`config.mk`:
```
export PLATFORM = sky130hd
export DESIGN_NAME = encoder_speed_meter
export DESIGN_NICKNAME = d
export VERILOG_FILES = /design/src/rtl/encoder_speed_meter.sv
export SDC_FILE = /design/constraint.sdc
export NUM_CORES = 1
export LEC_CHECK = 0
export BUFFER_PORTS_ARGS = -buffer_cell sky130_fd_sc_hd__buf_2
export CAP_MARGIN = 20
export CORE_ASPECT_RATIO = 1.25
export CORE_MARGIN = 1
export CORE_UTILIZATION = 50
export CTS_BUF_LIST = sky130_fd_sc_hd__clkbuf_4 sky130_fd_sc_hd__clkbuf_8
export CTS_CLUSTER_SIZE = 28
export DETAILED_ROUTE_END_ITERATION = 8
export PLACE_DENSITY = 0.73
export RECOVER_POWER = 100
export SYNTH_ARGS = -nofsm -noshare
export SYNTH_HDL_FRONTEND = slang
export SYNTH_SLANG_ARGS = --single-unit
```
`constraint.sdc`:
```
create_clock -name i_clk -period 8.8 [get_ports i_clk]
set_input_delay 0.88 -clock i_clk [delete_from_list [all_inputs] [get_ports i_clk]]
set_output_delay 0.88 -clock i_clk [all_outputs]
set_load 0.02 [all_outputs]
```
`src/rtl/encoder_speed_meter.sv`:
```
//------------------------------------------------------------------------------
// encoder_speed_meter
//
// Turns the single-cycle step/polarity pulses from the quadrature encoder
// reader into motor state for the speed/position control loop:
//   - a wrapping two's-complement position count,
//   - the direction of the last accepted step,
//   - the step period (clock cycles between the last two same-direction
//     steps), and
//   - a stall detector that declares the motor stopped after TIMEOUT_CYCLES
//     cycles without a step.
//
// Measurement FSM:
//   STOPPED : no reference step yet (after reset or after a stall)
//   ARMED   : one reference step seen, no valid period yet
//   RUNNING : at least one period has been measured in the current direction
//
// Parameters
//   POS_WIDTH       width of the position counter
//   PERIOD_WIDTH    width of the period counter and o_period
//   TIMEOUT_CYCLES  idle cycles before the motor is declared stopped;
//                   must be < 2**PERIOD_WIDTH
//
// Ports
//   i_clk           master clock
//   i_rst           synchronous reset, active-high
//   i_step          single-cycle step pulse
//   i_polarity      direction of the step: 1 = forward (+1), 0 = reverse (-1)
//   i_clear_pos     synchronous clear of the position
//   i_load_pos      synchronous load of the position from i_load_value
//   i_load_value    position preset value
//   o_position      signed position count
//   o_direction     direction of the last accepted step
//   o_period        cycles between the last two same-direction steps, 0 when
//                   stopped
//   o_period_valid  one-cycle pulse when o_period takes a new measurement
//   o_stopped       high while the FSM is in STOPPED
//   o_dir_change    one-cycle pulse when a step reverses the direction
//
// All outputs are registered: one cycle of latency from i_step.
//------------------------------------------------------------------------------
module encoder_speed_meter #(
   parameter int POS_WIDTH      = 32,
   parameter int PERIOD_WIDTH   = 24,
   parameter int TIMEOUT_CYCLES = 1_000_000
) (
   input  logic                    i_clk,
   input  logic                    i_rst,
   input  logic                    i_step,
   input  logic                    i_polarity,
   input  logic                    i_clear_pos,
   input  logic                    i_load_pos,
   input  logic [POS_WIDTH-1:0]    i_load_value,
   output logic [POS_WIDTH-1:0]    o_position,
   output logic                    o_direction,
   output logic [PERIOD_WIDTH-1:0] o_period,
   output logic                    o_period_valid,
   output logic                    o_stopped,
   output logic                    o_dir_change
);

   localparam logic [PERIOD_WIDTH-1:0] C_TIMEOUT = PERIOD_WIDTH'(TIMEOUT_CYCLES);
   localparam logic [PERIOD_WIDTH-1:0] C_ONE     = PERIOD_WIDTH'(1);
   localparam logic [PERIOD_WIDTH-1:0] C_ZERO    = '0;
   localparam logic [POS_WIDTH-1:0]    C_POS_ONE = POS_WIDTH'(1);

   typedef enum logic [1:0] {
      S_STOPPED = 2'd0,
      S_ARMED   = 2'd1,
      S_RUNNING = 2'd2
   } state_t;

   //---------------------------------------------------------------------------
   // Registers and their next-state values
   //---------------------------------------------------------------------------
   state_t                  r_state;
   state_t                  w_state_next;

   logic [PERIOD_WIDTH-1:0] r_count;
   logic [PERIOD_WIDTH-1:0] w_count_next;

   logic [PERIOD_WIDTH-1:0] r_period;
   logic [PERIOD_WIDTH-1:0] w_period_next;

   logic                    r_period_valid;
   logic                    w_period_valid_next;

   logic                    r_direction;
   logic                    w_direction_next;

   logic                    r_dir_change;
   logic                    w_dir_change_next;

   logic [POS_WIDTH-1:0]    r_position;

   //---------------------------------------------------------------------------
   // Shared decode
   //---------------------------------------------------------------------------
   logic w_active;     // ARMED or RUNNING: a reference step exists
   logic w_timeout;    // idle counter has reached the stall limit
   logic w_same_dir;   // incoming step agrees with the stored direction

   assign w_active   = (r_state != S_STOPPED);
   assign w_timeout  = (r_count == C_TIMEOUT);
   assign w_same_dir = (i_polarity == r_direction);

   //---------------------------------------------------------------------------
   // FSM process 1: state register
   //---------------------------------------------------------------------------
   // NOTE: clocked processes use non-blocking (<=) assignments so every
   // register samples the pre-edge value of every other register; blocking
   // assignments here would make the result depend on statement order.
   always_ff @(posedge i_clk) begin
      if (i_rst) begin
         r_state <= S_STOPPED;
      end else begin
         r_state <= w_state_next;
      end
   end

   //---------------------------------------------------------------------------
   // FSM process 2: next-state logic
   //
   // A step always takes priority over the timeout, so a step arriving in
   // the very cycle the counter saturates is measured normally.
   //---------------------------------------------------------------------------
   // NOTE: every combinational output gets a default at the top of the block;
   // a path that leaves a signal unassigned would infer a latch.
   always_comb begin
      w_state_next = r_state;
      case (r_state)
         S_STOPPED: begin
            if (i_step) begin
               w_state_next = S_ARMED;
            end
         end
         S_ARMED, S_RUNNING: begin
            if (i_step) begin
               // A reversal restarts measurement from a fresh reference.
               w_state_next = w_same_dir ? S_RUNNING : S_ARMED;
            end else if (w_timeout) begin
               w_state_next = S_STOPPED;
            end
         end
         default: begin
            w_state_next = S_STOPPED;
         end
      endcase
   end

   //---------------------------------------------------------------------------
   // FSM process 3: output / datapath next values
   //
   // The idle counter runs in every state. It restarts at 1 on a step so that
   // its value on the next step cycle equals the step-to-step distance, and
   // saturates at the timeout so it can never wrap into a bogus short period.
   //---------------------------------------------------------------------------
   always_comb begin
      w_count_next        = w_timeout ? r_count : (r_count + C_ONE);
      w_period_next       = r_period;
      w_period_valid_next = 1'b0;
      w_direction_next    = r_direction;
      w_dir_change_next   = 1'b0;

      if (i_step) begin
         w_count_next = C_ONE;
         if (!w_active) begin
            // First step after a stall only establishes the reference.
            w_direction_next = i_polarity;
         end else if (w_same_dir) begin
            w_period_next       = r_count;
            w_period_valid_next = 1'b1;
         end else begin
            // Reversal: the interval spans two directions and is not a
            // meaningful speed sample, so it is discarded.
            w_dir_change_next = 1'b1;
            w_direction_next  = i_polarity;
         end
      end else if (w_active && w_timeout) begin
         w_count_next  = C_ZERO;
         w_period_next = C_ZERO;
      end
   end

   //---------------------------------------------------------------------------
   // Output / datapath registers
   //---------------------------------------------------------------------------
   always_ff @(posedge i_clk) begin
      if (i_rst) begin
         r_count        <= C_ZERO;
         r_period       <= C_ZERO;
         r_period_valid <= 1'b0;
         r_direction    <= 1'b0;
         r_dir_change   <= 1'b0;
      end else begin
         r_count        <= w_count_next;
         r_period       <= w_period_next;
         r_period_valid <= w_period_valid_next;
         r_direction    <= w_direction_next;
         r_dir_change   <= w_dir_change_next;
      end
   end

   //---------------------------------------------------------------------------
   // Position counter
   //
   // Priority: reset > load > clear > step. A step that collides with a load
   // or clear is dropped from the position only; the FSM above still sees it.
   // The count wraps modulo 2**POS_WIDTH.
   //---------------------------------------------------------------------------
   always_ff @(posedge i_clk) begin
      if (i_rst) begin
         r_position <= '0;
      end else if (i_load_pos) begin
         r_position <= i_load_value;
      end else if (i_clear_pos) begin
         r_position <= '0;
      end else if (i_step) begin
         if (i_polarity) begin
            r_position <= r_position + C_POS_ONE;
         end else begin
            r_position <= r_position - C_POS_ONE;
         end
      end
   end

   //---------------------------------------------------------------------------
   // Outputs
   //---------------------------------------------------------------------------
   assign o_position     = r_position;
   assign o_direction    = r_direction;
   assign o_period       = r_period;
   assign o_period_valid = r_period_valid;
   assign o_dir_change   = r_dir_change;
   // Decoded straight from the state register, so it is still a registered
   // output and is high exactly while the FSM is in STOPPED.
   assign o_stopped      = (r_state == S_STOPPED);

endmodule

```
==> impl_metrics.csv, run 1 <==
group,metric,value,unit
status,status,"complete, but fails checks",
status,violations,"max-capacitance violations, max-slew violations",
sta,hold_viol,0,
die,ioPinCount,98,
synthesis,synth_cell_types,68,
global_routing,grt_pass1_wl,24200,um
synthesis,syn_inst,674,
sta,rsz0062_at_grt,"no",
sta,finalCritPeriodShare,59.9,%
layout,nets,825,
drt,finalWirelength,14800,um
drt,routedWlPerCell,16.7,um
die,die_w,94.0,um
critical_path,crit_path_max_incr_delay,1.71,ns
global_routing,overflow,0,
cts,cts_tree,"done",
layout,n_antenna_cell,0,
sta,max_slew_margin,-75.1,%
critical_path,criticalPathCategory,"in -> reg",
synthesis,synth.net_count,747,
synthesis,yosysSeqAreaShare,32.2,%
power,p_seq_share,43.4,%
critical_path,crit_chain,"buf_2 > clkbuf_1 > clkinv_1 > nand2_1 > o311ai_0 > o21ai_0 > nor2_1",
global_routing,grt_max_degree,67,
sta,setup_viol,0,
power,power,943,uW
die,start_util,51.8,%
cts,holdBufCountCts,0,
power,switchingPower,320,uW
sta,tightest_slew,2.60,ns
die,rows,41,
cts,cts-root-buf,"clkbuf_8",
synthesis,synth_edf_count,0,
cts,cts_buffer_depth,2,
critical_path,crit_path_start_kind,"primary input",
layout,area_delta_synth_final,12.2,%
job,max-cap-violations,3,
layout,fillCellCount,1015,
power,ir_drop,0.0829,mV
global_routing,antenna_found_initial,0,
critical_path,slowest_stage,"clkbuf_1",
critical_path,worstPathRequired,9.04,ns
die,core,10200,um^2
die,dieArea,11000,um^2
sta,max_freq,190,MHz
drt,drt-initial-drc-count,308,
sta,finalSetupTns,0,ns
power,clock_power_share,31.7,%
synthesis,synth_top_area_cell,"dfxtp_1",
sta,fin_crit,5.27,ns
cts,htreeDepth,3,
critical_path,critPathMaxFanout,51,
cts,insertion_delay,0.37,ns
cts,cts_setup_buffers,0,
layout,drive_above_1_share,8.98,%
cts,path_clk_slew,0.09,ns
power,p_sw_share,33.9,%
synthesis,synthDominantCellAreaShare,32.2,%
synthesis,ys_top_cells_by_area,"dfxtp_1 (32%), ha_1 (8.0%), a21oi_1 (7.2%), nor2_1 (5.0%), nand2_1 (4.9%)",
drt,antenna_left,0,
placed_design,gp_congestion,0.896,
synthesis,synth_ff_type,"dfxtp_1",
critical_path,reg2reg_setup_slack,5.02,ns
power,p_int,623,uW
cts,cts.sinks,85,
die,die_h,117,um
power,p_comb_share,24.9,%
cts,post_cts_resized,0,
min_path,hold_class,"reg -> reg",
critical_path,cp.arrival,5.52,ns
drt,vias,5278,
synthesis,synth_area,5290,um^2
placed_design,port_buffers,97,
synthesis,avgSynthCellArea,7.85,um^2
critical_path,cp-end-kind,"flip-flop",
layout,stdcell_area,5930,um^2
power,power.leakage,2.27,nW
synthesis,ys_seq_elements,85,
cts,numCtsBuffers,9,
drt,viasPerCell,5.96,
sta,fin_worst_skew,0.0101,ns
power,power.density,159,nW/um^2
sta,drv_slew,108,
drt,drc_errors,0,
global_routing,grt_pass1_vias,5085,
synthesis,async_flop_share,0,%
synthesis,synth_warnings,0,
drt,first_pass_iters,5,
global_routing,grt_use_total,28.0,%
placed_design,dp_hpwl,10400,um
placed_design,postPlaceCellArea,5850,um^2
## sequential cells by signal, indices dropped and copies added (netlist names)
signal and count:
o_dir_change 1, o_period_valid 1, r_count 24, o_position 32
o_period 24, r_state 2, o_direction 1
## metal layers
layer  global-route usage [%]  up-vias  share of wire [%]
li1                         -     2622                  -
met1                     32.7     2474                 42
met2                     50.6      153                 51
met3                     4.52       29                4.3
met4                     11.8        0                2.6
met5                        0        -                  0
## path summary, 6_finish.rpt
| check | startpoint | cells past startpoint | to |
|---|---|---|---|
| min reg2reg | o_period[14] | 2 | o_period[14] |
| min | o_period[14] | 2 | o_period[14] |
| max | i_step | 7 | o_position[7] |
| max reg2reg | r_count[18] | 6 | r_count[16] |
## per-stage QoR
step	worst slack [ns]	util, %	hold WS (ns)	cells
2_1_floorplan	5.35	-	0.469	674
3_3_place_gp	5.09	57.3	0.436	870
3_5_place_dp	5.07	57.3	0.441	870
4_1_cts	5.47	59.3	0.452	886
5_1_grt	3.16	58.1	0.476	886
6_report	3.53	58.1	0.452	886
## layout by cell type (no fill, tap or decap), types with 22 or more instances in the layout
| cell type | synthesis | layout |
|---|---|---|
| buf_2 | 3 | 36 |
| xor2_1 | 22 | 22 |
| nand4_1 | 33 | 33 |
| a21oi_1 | 76 | 76 |
| clkbuf_1 | 30 | 64 |
| nor3_1 | 22 | 22 |
| nand3_1 | 23 | 23 |
| ha_1 | 34 | 34 |
| o21ai_0 | 20 | 23 |
| nand2_1 | 69 | 69 |
| nor2_1 | 70 | 70 |
| dfxtp_1 | 85 | 85 |
## critical path, delay by kind of cell
kind                   cells  cell delay [ns]
and+or+nand+nor            2             0.95
buffers and inverters      3             3.24
AOI/OAI and AO/OA          2             0.39
## cells in the mapped netlist (2+ instances only)
cell type,count
a211oi_1,7
a21o_1,12
a21oi_1,76
a221oi_1,7
a22oi_1,8
a31oi_1,5
and2_1,2
and3_1,6
and4_1,2
buf_2,3
clkbuf_1,30
clkbuf_2,2
clkinv_1,2
dfxtp_1,85
ha_1,34
inv_1,15
mux2i_1,3
nand2_1,69
nand3_1,23
nand4_1,33
nor2_1,70
nor2_2,2
nor2b_1,8
nor3_1,22
nor3_2,2
nor3b_1,2
nor4_1,4
nor4b_1,4
o211ai_1,5
o21a_1,11
o21ai_0,20
o21ai_1,8
o21bai_1,2
o22ai_1,8
o2bb2ai_1,2
o311ai_0,2
o31ai_1,2
or2_2,2
or3_1,5
xnor2_1,20
xor2_1,22
## cells by family after synthesis
| family | Yosys count | synth area share [%] |
|---|---|---|
| DFF | 85 | 32.2 |
| buffers and inverters | 53 | 3.88 |
| muxes | 3 | 0.568 |
| adders and majority gates | 35 | 8.42 |
| and+or+nand+nor | 264 | 24.3 |
| AOI/OAI and AO/OA | 192 | 23.6 |
| xor gates and xnor gates | 42 | 6.96 |
## power groups by stage
stage,Sequential [mW],Combinational (mW),Clock [mW]
floorplan,0.429,0.164,0
global placement,0.418,0.234,0
detailed placement,0.418,0.239,0
CTS,0.409,0.240,0.305
global route,0.411,0.259,0.320
finish,0.410,0.235,0.299
## final cells by class
type                       instances  area (um^2)  area share [%]
clock buffer                      10          138            2.32
inverter                          17         63.8            1.08
multi-input combinational        536         3350            56.5
sequential                        85         1700            28.7
timing repair buffer             103          443            7.47
clock inverter                     6         70.1            1.18
tap                              129          161            2.72
No activity file was read; power rests on OpenSTA's default activity.
==> inputs of run 2 (changes only) <==
--- a/config.mk
+++ b/config.mk
@@ -13,7 +13,7 @@
 export CTS_BUF_LIST = sky130_fd_sc_hd__clkbuf_4 sky130_fd_sc_hd__clkbuf_8
 export CTS_CLUSTER_SIZE = 28
 export DETAILED_ROUTE_END_ITERATION = 8
-export PLACE_DENSITY = 0.73
+export PLACE_DENSITY = 0.76
 export RECOVER_POWER = 100
 export SYNTH_ARGS = -nofsm -noshare
 export SYNTH_HDL_FRONTEND = slang
==> constraint.sdc (replaced) <==
create_clock -name i_clk -period 4.3 [get_ports i_clk]
set_input_delay 0.43 -clock i_clk [delete_from_list [all_inputs] [get_ports i_clk]]
set_output_delay 0.43 -clock i_clk [all_outputs]
set_load 0.02 [all_outputs]
==> run 2 against run 1 <==
  * The run still ends with max-capacitance violations, max-slew violations left
  * Sequential cell count unchanged
  * Critical path depth increased by 4
  * Final cell count increased by 0.23%
  * Sequential share of layout area about the same
  * Register-to-register slack got worse by 3.7 ns
  * Sequential power increased by 100%
  * Critical path type unchanged
  * Critical endpoint is now o_position[19]
  * Largest power group unchanged
  * Highest routed layer unchanged
==> impl_metrics.csv, run 2 (synthesis results as in run 1) <==
group,metric,value,unit
status,status,"complete, but fails checks",
status,violations,"max-capacitance violations, max-slew violations",
sta,fin_worst_skew,0.0102,ns
placed_design,pre_cts_ws,0.726,ns
sta,setup_viol,0,
critical_path,crit_path_max_incr_delay,0.59,ns
drt,vias,5404,
cts,cts.sinks,85,
sta,tightest_slew,2.30,ns
sta,drv_slew,116,
sta,finalCritPeriodShare,81.4,%
layout,final_common_cell,"dfxtp_1",
cts,cts-root-buf,"clkbuf_8",
min_path,whs_path_depth,3,
critical_path,r2r_start,"r_count[16]",
sta,max_freq,286,MHz
drt,routedWlPerCell,16.3,um
critical_path,crit_path_start_kind,"primary input",
min_path,hold_class,"in -> reg",
drt,first_pass_iters,5,
layout,drive_above_1_share,8.96,%
cts,path_clk_slew,0.09,ns
power,p_seq_share,45.3,%
critical_path,crit_chain,"clkbuf_1 > inv_1 > ha_1 > nand3_1 > nor2_2 > o211ai_1 > a21oi_1 > a31oi_1 > and3_1 > o31ai_1 > a21oi_1",
cts,htreeDepth,3,
cts,cts_setup_buffers,0,
critical_path,worst-path-buf-inv,2,
power,switchingPower,654,uW
die,rows,41,
sta,rsz0062_at_grt,"no",
critical_path,cp.arrival,3.66,ns
critical_path,criticalPathCategory,"in -> reg",
placed_design,dp_hpwl,10300,um
die,start_util,51.8,%
power,ir_drop,0.165,mV
critical_path,cpLargestDelayFamily,"compound AO/OA/AOI/OAI gates",
power,p_sw_share,35.3,%
global_routing,grt_max_degree,52,
min_path,worstHoldStart,"i_load_value[12]",
cts,post_cts_resized,0,
power,power.density,313,nW/um^2
critical_path,worstPathRequired,4.46,ns
critical_path,cp-end-kind,"flip-flop",
drt,drt-initial-drc-count,322,
cts,insertion_delay,0.37,ns
cts,holdBufCountCts,0,
layout,largest_reg_flops,32,
layout,n_antenna_cell,0,
sta,finalSetupTns,0,ns
cts,cts_buffer_depth,2,
critical_path,reg2reg_setup_slack,1.34,ns
critical_path,critPathMaxFanout,23,
drt,finalWirelength,14500,um
global_routing,grt_pass1_wl,23500,um
die,die_h,117,um
critical_path,r2r.worst_path.cells,6,
placed_design,port_buffers,97,
die,ioPinCount,98,
die,core,10200,um^2
global_routing,overflow,0,
global_routing,grt_pass1_vias,5067,
power,p_comb_share,26.1,%
cts,numCtsBuffers,9,
die,die_w,94.0,um
critical_path,slowest_stage,"a21oi_1",
drt,antenna_left,0,
layout,nets,827,
layout,final_cell_mix,"dfxtp_1 (85), a21oi_1 (77), nor2_1 (70), nand2_1 (69), clkbuf_1 (65)",
power,p_int,1.20,mW
drt,drc_errors,0,
critical_path,crit_top_cell,"a21oi_1",
cts,cts_tree,"done",
min_path,whs_endpoint,"o_position[12]",
critical_path,reg2reg_to,"r_count[20]",
power,clock_power_share,28.6,%
sta,fin_crit,3.50,ns
sta,hold_viol,0,
sta,setup_slack,0.800,ns
placed_design,gp_congestion,0.936,
global_routing,grt_use_total,27.3,%
layout,fillCellCount,961,
drt,viasPerCell,6.09,
power,power.leakage,2.26,nW
layout,area_delta_synth_final,12.1,%
global_routing,antenna_found_initial,0,
job,max-cap-violations,3,
die,dieArea,11000,um^2
sta,max_slew_margin,-53.0,%
power,power,1.85,mW
-- run 2: layer usage --
metal	up-vias	routed length, um	global-route usage, %
met5	-	0	0
met4	0	566	16.9
met3	43	657	4.01
met2	174	7190	47.1
met1	2552	6070	31.7
li1	2635	-	-
-- run 2: power by group through the flow --
stage / sequential (mW) / combinational, mW / clock, mW
floorplan: 0.879 / 0.335 / 0
global placement: 0.856 / 0.480 / 0
detailed placement: 0.856 / 0.488 / 0
CTS: 0.838 / 0.491 / 0.539
global route: 0.843 / 0.531 / 0.573
finish: 0.840 / 0.484 / 0.530
-- run 2: worst max-delay path by stage --
stage | from | end | slack, ns | cells past startpoint
3_5_place_dp | i_polarity | o_position[27] | 0.73 | 11
5_1_grt | i_polarity | o_position[19] | 0.47 | 11
3_3_place_gp | i_polarity | o_position[27] | 0.73 | 11
4_1_cts | i_polarity | o_position[27] | 1.12 | 11
6_report | i_polarity | o_position[19] | 0.80 | 11
2_1_floorplan | i_polarity | o_position[28] | 1.30 | 10
-- run 2: tightest hold or removal path, stage by stage --
cell and delay (ns):
buf_2 0.08, a21oi_1 0.05, nor2_1 0.07
-- run 2: final cells by class --
type,count,area [um^2],share of cell area (%)
inverter,17,63.8,1.08
timing repair buffer,105,459,7.75
clock buffer,9,124,2.09
multi-input combinational,536,3370,56.8
clock inverter,7,50.0,0.844
sequential,85,1700,28.7
tap,129,161,2.72
-- run 2: through the flow --
stage / utilization, % / area (um^2) / hold WS, ns / instances
2_1_floorplan: - / 5290 / 0.469 / 674
3_3_place_gp: 57.4 / 5860 / 0.436 / 872
3_5_place_dp: 57.4 / 5860 / 0.440 / 872
4_1_cts: 59.1 / 6040 / 0.283 / 888
5_1_grt: 58.1 / 5930 / 0.303 / 888
6_report: 58.1 / 5930 / 0.291 / 888
